## src/rtl/mux_4to1_stream_rr_pkg.sv

```systemverilog
//============================================================================
// Package : mux_4to1_stream_rr_pkg
// Desc    : Channel constants and data-slice helper shared by the 4:1 stream
//           mux and the matching 1:4 demux.
// Rev     : 1.0  initial release
//============================================================================
`default_nettype none

package mux_4to1_stream_rr_pkg;

    localparam int unsigned NUM_CH = 4;
    localparam int unsigned SEL_W  = 2;

    // Pointer value that makes channel 0 the first candidate after reset.
    localparam logic [SEL_W-1:0] LAST_GRANT_RST = SEL_W'(NUM_CH - 1);

    // LSB of channel ch inside a flattened NUM_CH*data_w bus.
    function automatic int unsigned ch_lsb(input int unsigned ch,
                                           input int unsigned data_w);
        return ch * data_w;
    endfunction

endpackage

`default_nettype wire

```

## src/rtl/mux_4to1_stream_rr_arbiter.sv

```systemverilog
//============================================================================
// Module : rr_arbiter_4
// Desc   : Four-requester arbiter, one-hot and encoded grant outputs.
//          Round-robin from last_grant+1 by default; fixed priority
//          (channel 0 highest) when MUX_FIXED_PRIO_EN is defined.
// Rev    : 1.0  initial release
//============================================================================
`default_nettype none

module rr_arbiter_4
    import mux_4to1_stream_rr_pkg::*;
(
    input  logic [NUM_CH-1:0] req,
    input  logic [SEL_W-1:0]  last_grant,
    output logic [NUM_CH-1:0] grant,
    output logic [SEL_W-1:0]  grant_idx,
    output logic              grant_vld
);

`ifdef MUX_FIXED_PRIO_EN

    logic w_unused_last_grant;
    assign w_unused_last_grant = ^last_grant;

    // Descending scan: the lowest-numbered requester is written last and wins.
    always_comb begin
        grant     = '0;
        grant_idx = '0;
        grant_vld = 1'b0;
        for (int k = NUM_CH - 1; k >= 0; k--) begin
            if (req[k]) begin
                grant_idx = SEL_W'(k);
                grant_vld = 1'b1;
            end
        end
        if (grant_vld) begin
            grant[grant_idx] = 1'b1;
        end
    end

`else

    logic [SEL_W-1:0] w_cand;

    // Scan offsets 4..1 so the nearest candidate after last_grant wins.
    always_comb begin
        grant     = '0;
        grant_idx = '0;
        grant_vld = 1'b0;
        w_cand    = '0;
        for (int k = NUM_CH; k >= 1; k--) begin
            w_cand = last_grant + SEL_W'(k);
            if (req[w_cand]) begin
                grant_idx = w_cand;
                grant_vld = 1'b1;
            end
        end
        if (grant_vld) begin
            grant[grant_idx] = 1'b1;
        end
    end

`endif

endmodule

`default_nettype wire

```

## src/rtl/mux_4to1_stream_rr.sv

```systemverilog
//============================================================================
// Module : mux_4to1_stream_rr
// Desc   : Merges four valid/ready channels onto one registered output
//          stream; out_sel carries the source channel index.
//          Config macro MUX_FIXED_PRIO_EN: fixed priority, no rotating pointer.
// Rev    : 1.0  initial release
//============================================================================
`default_nettype none

module mux_4to1_stream_rr
    import mux_4to1_stream_rr_pkg::*;
#(
    parameter int DATA_W = 8
)
(
    input  logic                     clk,
    input  logic                     rst_n,
    input  logic [NUM_CH-1:0]        in_valid,
    input  logic [NUM_CH*DATA_W-1:0] in_data,
    output logic [NUM_CH-1:0]        in_ready,
    output logic                     out_valid,
    output logic [DATA_W-1:0]        out_data,
    output logic [SEL_W-1:0]         out_sel,
    input  logic                     out_ready
);

    logic                r_out_valid;
    logic [DATA_W-1:0]   r_out_data;
    logic [SEL_W-1:0]    r_out_sel;

    logic                w_load_en;
    logic                w_xfer_in;
    logic [NUM_CH-1:0]   w_grant;
    logic [SEL_W-1:0]    w_grant_idx;
    logic                w_grant_vld;
    logic [SEL_W-1:0]    w_last_grant;
    logic [DATA_W-1:0]   w_ch_data [NUM_CH];

    for (genvar i = 0; i < NUM_CH; i++) begin : g_ch_slice
        assign w_ch_data[i] = in_data[ch_lsb(i, DATA_W) +: DATA_W];
    end

    rr_arbiter_4 u_arb (
        .req        (in_valid),
        .last_grant (w_last_grant),
        .grant      (w_grant),
        .grant_idx  (w_grant_idx),
        .grant_vld  (w_grant_vld)
    );

    // The register may take a new word when empty or when its word leaves now.
    assign w_load_en = ~r_out_valid | out_ready;
    assign in_ready  = w_grant & {NUM_CH{w_load_en}};
    assign w_xfer_in = w_grant_vld & w_load_en;

`ifdef MUX_FIXED_PRIO_EN
    assign w_last_grant = LAST_GRANT_RST;
`else
    logic [SEL_W-1:0] r_last_grant;

    always_ff @(posedge clk or negedge rst_n) begin
        if (!rst_n) begin
            r_last_grant <= LAST_GRANT_RST;
        end else if (w_xfer_in) begin
            r_last_grant <= w_grant_idx;
        end
    end

    assign w_last_grant = r_last_grant;
`endif

    always_ff @(posedge clk or negedge rst_n) begin
        if (!rst_n) begin
            r_out_valid <= 1'b0;
            r_out_data  <= '0;
            r_out_sel   <= '0;
        end else if (w_xfer_in) begin
            r_out_valid <= 1'b1;
            r_out_data  <= w_ch_data[w_grant_idx];
            r_out_sel   <= w_grant_idx;
        end else if (out_ready) begin
            // Word consumed with nothing to replace it; data/sel are retained.
            r_out_valid <= 1'b0;
        end
    end

    assign out_valid = r_out_valid;
    assign out_data  = r_out_data;
    assign out_sel   = r_out_sel;

endmodule

`default_nettype wire

```

## config.mk

```make
export PLATFORM = sky130hd
export DESIGN_NAME = mux_4to1_stream_rr
export DESIGN_NICKNAME = d
export VERILOG_FILES = /design/src/rtl/mux_4to1_stream_rr_pkg.sv /design/src/rtl/mux_4to1_stream_rr_arbiter.sv /design/src/rtl/mux_4to1_stream_rr.sv
export SDC_FILE = /design/constraint.sdc
export NUM_CORES = 1
export LEC_CHECK = 0
export CAP_MARGIN = 10
export CORE_MARGIN = 2
export CORE_UTILIZATION = 40
export DETAILED_ROUTE_END_ITERATION = 10
export PLACE_DENSITY_LB_ADDON = 0.25
export SLEW_MARGIN = 10
export SYNTH_ARGS = -nofsm -noshare
export SYNTH_HDL_FRONTEND = slang
export SYNTH_HIERARCHICAL = 1
export SYNTH_SLANG_ARGS = --single-unit
```

## constraint.sdc

```tcl
create_clock -name clk -period 4 [get_ports clk]
set_clock_uncertainty 0.15 [all_clocks]
set_input_delay 0.8 -clock clk [delete_from_list [all_inputs] [get_ports clk]]
set_output_delay 0.8 -clock clk [all_outputs]
set_load 0.02 [all_outputs]
```

Word level (Yosys, flattened, before mapping) --
Index checks and enable logic that the tools add are counted.
Storage, ports and cells: flip-flop bits (word level) 13, latch bits 0, memory bits (writable) 0, bits in read-only memories 0, bits of input ports 39, output and inout port bits 15, memories 0
Cells by class: $add $sub $neg 3, multipliers 0, div/mod/pow operators 0, order comparisons 7, equal/unequal tests 0, shift-type cells 0, mux-type cells 24, bitwise logic cells 5, reduce and logical (&&, ||, !) cells 2
Operators by type and width (count):
- 8-bit binary-select mux with 2-bit select | 1
- 8-bit two-way mux | 2
- 2-bit by 3-bit < comparator with 1-bit output (second input constant) | 5
- 1-bit two-way mux | 11
- 1-bit binary-select mux with 2-bit select | 4
- 2-bit two-way mux | 4
- 2-bit adder (second input constant) | 2
- 4-bit AND | 1
- 4-bit two-way mux | 1
- 3-bit >= comparator (second input constant) | 1
- 2-bit NOT with 3-bit output | 1
- 2-bit by 1-bit adder with 2-bit output (second input constant) | 1
- 1-bit demux with 2-bit select | 1
- 2-bit by 1-bit >= comparator with 1-bit output (second input constant) | 1
- 2-bit nonzero test | 1
- 1-bit AND | 1
- 1-bit logical AND | 1
- 1-bit NOT | 1
- 1-bit OR | 1

Longest topological paths before layout --
depth in word-level cells 12, gate-level depth with buffers 7

Cells and area by module --
Netlist, hierarchy kept.
By module, submodules not included:
- mux_4to1_stream_rr | instances 1, cells an instance 44, area an instance 704.4 µm², seq. area each 327.8 µm²
- rr_arbiter_4 | instances 1, cells an instance 32, area an instance 219.0 µm², seq. area each 0.0 µm²

Least setup slack after synthesis --
Ideal clock, no wire load.
kind input to register, from input in_valid[3], to register r_out_data[2] (netlist: out_data[2]), data arrival time 2330 ps, setup slack 1395 ps, stages 7, path buffers 2, cells stage by stage buf_2 -> nand2b_4 -> a22o_1 -> a211oi_2 -> clkbuf_1 -> mux4_2 -> mux2_2
On the way: word-level cells in the longest chain between the ends 10
Ends and longest elaborated chain:
- start, declared | line mux_4to1_stream_rr.sv:18 | input logic [NUM_CH-1:0] in_valid,
- 1-bit binary-select mux with 2-bit select | line mux_4to1_stream_rr_arbiter.sv:53 | if (req[w_cand]) begin
- 1-bit two-way mux (implied by the code) | line mux_4to1_stream_rr_arbiter.sv:53
- 2-bit two-way mux (3 in series) | line mux_4to1_stream_rr_arbiter.sv:53
- 2-bit two-way mux (*) | line mux_4to1_stream_rr_arbiter.sv:53
- via w_grant_idx[1] | line mux_4to1_stream_rr.sv:34 | logic [SEL_W-1:0] w_grant_idx;
- 2-bit NOT with 3-bit output (implied by the code) (*) | line mux_4to1_stream_rr.sv:79 | r_out_data <= w_ch_data[w_grant_idx];
- 8-bit binary-select mux with 2-bit select (*) | line mux_4to1_stream_rr.sv:79
- 8-bit two-way mux (implied by the code) (*) (2 in series) | line mux_4to1_stream_rr.sv:79
- end signal, assigned | line mux_4to1_stream_rr.sv:79
- end, declared | line mux_4to1_stream_rr.sv:28 | logic [DATA_W-1:0] r_out_data;
Mark *: on every way through the listed nets, which the timed path passes. The rest lies on a longest branch. The select of a mux whose other input is x is not followed. A chain may end at the register's enable or synchronous reset.

Final worst setup path --
from input in_valid[3], to output in_ready[0]
On the way: word-level cells in the longest chain between the ends 12
Ends and longest elaborated chain:
- 1-bit binary-select mux with 2-bit select | line mux_4to1_stream_rr_arbiter.sv:53
- 1-bit two-way mux (implied by the code) | line mux_4to1_stream_rr_arbiter.sv:53
- 2-bit two-way mux (4 in series) | line mux_4to1_stream_rr_arbiter.sv:53
- 2-bit by 3-bit < comparator with 1-bit output (implied by the code) / 2-bit by 1-bit >= comparator with 1-bit output (equally long branches) | line mux_4to1_stream_rr_arbiter.sv:59 | grant[grant_idx] = 1'b1;
- 1-bit logical AND (implied by the code) | line mux_4to1_stream_rr_arbiter.sv:59
- 1-bit two-way mux (implied by the code) | line mux_4to1_stream_rr_arbiter.sv:59
- 1-bit demux with 2-bit select
- 4-bit two-way mux (*) | line mux_4to1_stream_rr_arbiter.sv:58 | if (grant_vld) begin
- via w_grant[0] | line mux_4to1_stream_rr.sv:33 | logic [NUM_CH-1:0] w_grant;
- 4-bit AND (*) | line mux_4to1_stream_rr.sv:53 | assign in_ready = w_grant & {NUM_CH{w_load_en}};
- end, declared | line mux_4to1_stream_rr.sv:20 | output logic [NUM_CH-1:0] in_ready,
Marked as above.

==> results.toml <==
[status]
status = "finished, final reports clean"

[sta]
slew_violations = 0
fin_crit_sh_pct = 89.7
hold_viol = 0
fin_crit_ps = 3590
fin_tns_setup_ps = 0
relSlewSlack_pct = 62.9
fin_ws_ps = 414
rsz0062_at_grt = "no"
worst_slew_pin_slew_ps = 555
setup_viol = 0
fmax_ghz = 0.279

[logic_synthesis]
yosys-top-cells-count = "dfrtp_1, mux2_2, mux4_2"
synth_ff_type = "dfrtp_1"
yosys_register_bits = 13
yosysTopAreaCell = "dfrtp_1"
synth_edf_count = 0
synth_nets = 115
syn-cell-area_sq_um = 923
async_flop_share_pct = 100
netlist_instances = 76
yosysUniqueCellTypes = 29
synth_area_leaders = "dfrtp_1, mux4_2, mux2_2"
seq_area_frac_synth_pct = 35.5
yosys_warnings = 6
syn_avg_cell_area_sq_um = 12.1
yosysMostFrequentCell = "dfrtp_1"
synth_top_area_share_pct = 29.8

[floorplanning]
die-width_um = 52.0
io_pins = 54
dieHeight_um = 52.0
die-area_sq_um = 2710
fp-row-count = 17
core-area_sq_um = 2190
start_util_pct = 42.1

[global_routing]
antenna_found_initial = 0
grt_max_degree = 14
first_global_vias = 876
grt_pass1_wl_mm = 3.93
gr-total-overflow = 0
grt_usage_pct = 20.5

[power]
peakVddDrop_mv = 0.396
p_per_area_nw_per_um2 = 459
leakagePower_nw = 0.589

[placed_design]
postPlaceCellArea_sq_um = 1460
placed_cells = 152
hpwl_mm = 1.91
gp_congestion = 0.789
port_buffers = 53
preCtsSetupSlack_ps = 413

[detailed_routing]
wirelength_mm = 2.32
met1Wirelength_um = 817
drtIter0Drc = 7
wl_met2_mm = 1.27
dr.pass1.iters = 4
routed-via-count = 845
drcViolationCount = 0
wl_met3_um = 192
ant_nets = 0
routedWlPerCell_um = 14.9
viasPerCell = 5.42
top_layer_used = "met4"

[clocking]
cts_buffers = 3
cts_root_buffer = "clkbuf_4"
cts_tree = "done"
cts_htree_levels = 1
cts_sinks = 13
ctsHoldBuffers = 0
clk_path_buf_depth = 2
clk_pin_slew_ps = 70
postCtsSetupBuffers = 0
clk_latency_ps = 280
ctsResizeCount = 0

[worst_setup_path]
crit_required_ps = 3050
crit_arrival_ps = 2640
crit_type = "input pin to output pin"
worst_setup_path_start_kind = "input pin"
endpoint_kind = "output pin"
critPathMaxFanout = 10

[layout]
final_area_sq_um = 1490
antenna_cells = 0
fin_nets = 168
layout.cells.non_filler = 156
area_delta_synth_final_pct = 61.0
drive_above_1_share_pct = 22.7
utilization_pct = 67.8

[run]
drv_cap = 0

[min_path]
hp-class = "flop to flop"
## final timing paths
kind,from,end,slack (ps),cells after the start
setup / recovery,in_valid[3],in_ready[0],410,5
hold / removal,out_sel[0],out_sel[0],340,1
setup reg to reg,r_last_grant[1],out_data[4],1650,6
hold reg to reg,out_sel[0],out_sel[0],340,1
max in group asynchronous,rst_n,r_last_grant[0],2600,1
min in group asynchronous,rst_n,out_data[3],720,1
## layout by cell type, fill, tap and decap left out, drive strengths merged, types with 2 or more instances in the layout
cell           count
inv                2
mux2              10
clkbuf             3
dfstp              2
mux4               8
o21a               2
nand2              2
dfrtp             11
nor2b              2
buf                2
nand2b             6
clkdlybuf4s50     53
a21o               3
a211oi             2
and2               5
nor2               3
a21oi              2
## final cells by class
cell class	instances	area (sq um)
well taps	28	35.0
flip-flops and latches	13	328
multi-input cells	54	543
clock inverters	1	5.00
inverters	2	7.51
clock buffers	3	22.5
fillers	182	704
repair buffers	55	546
## metal layers
metal	global-route usage (%)	vias to the layer above
met2	36.5	33
met1	20.9	415
met4	7.46	0
met3	9.20	6
li1	-	391
met5	0	-
## state kept, by name, summed over array words and instances, names as in the netlist
register      flops
out_sel           2
out_valid         1
r_last_grant      2
out_data          8
## metrics by stage
step                      hold WS [ps]  power [mW]
after global routing               368       0.725
final                              338       0.683
after CTS                          342       0.691
after detailed placement           323       0.609
after global placement             313       0.594
after floorplan                    351       0.449
## cell families (layout without fill, tap and decap cells)
kind of cell	after synthesis	in the layout	share of synthesized area [%]
multiplexers	18	18	31.7
flip-flops	13	13	35.5
AO/OA/AOI/OAI	16	16	13.8
buffers and inverters	9	61	5.69
AND/OR/NAND/NOR	20	20	13.3
## worst max-delay path, cell delays in order
cell	delay (ps)
clkdlybuf4s50_1	600
nor2_1	300
o221a_2	220
and2_1	110
clkdlybuf4s50_1	600
## power by group
group | switching, mW | total (mW) | internal [mW]
Sequential | 0.0414 | 0.224 | 0.183
Clock | 0.0438 | 0.0810 | 0.0371
Combinational | 0.154 | 0.378 | 0.224
No activity file was read; power rests on OpenSTA's default activity.
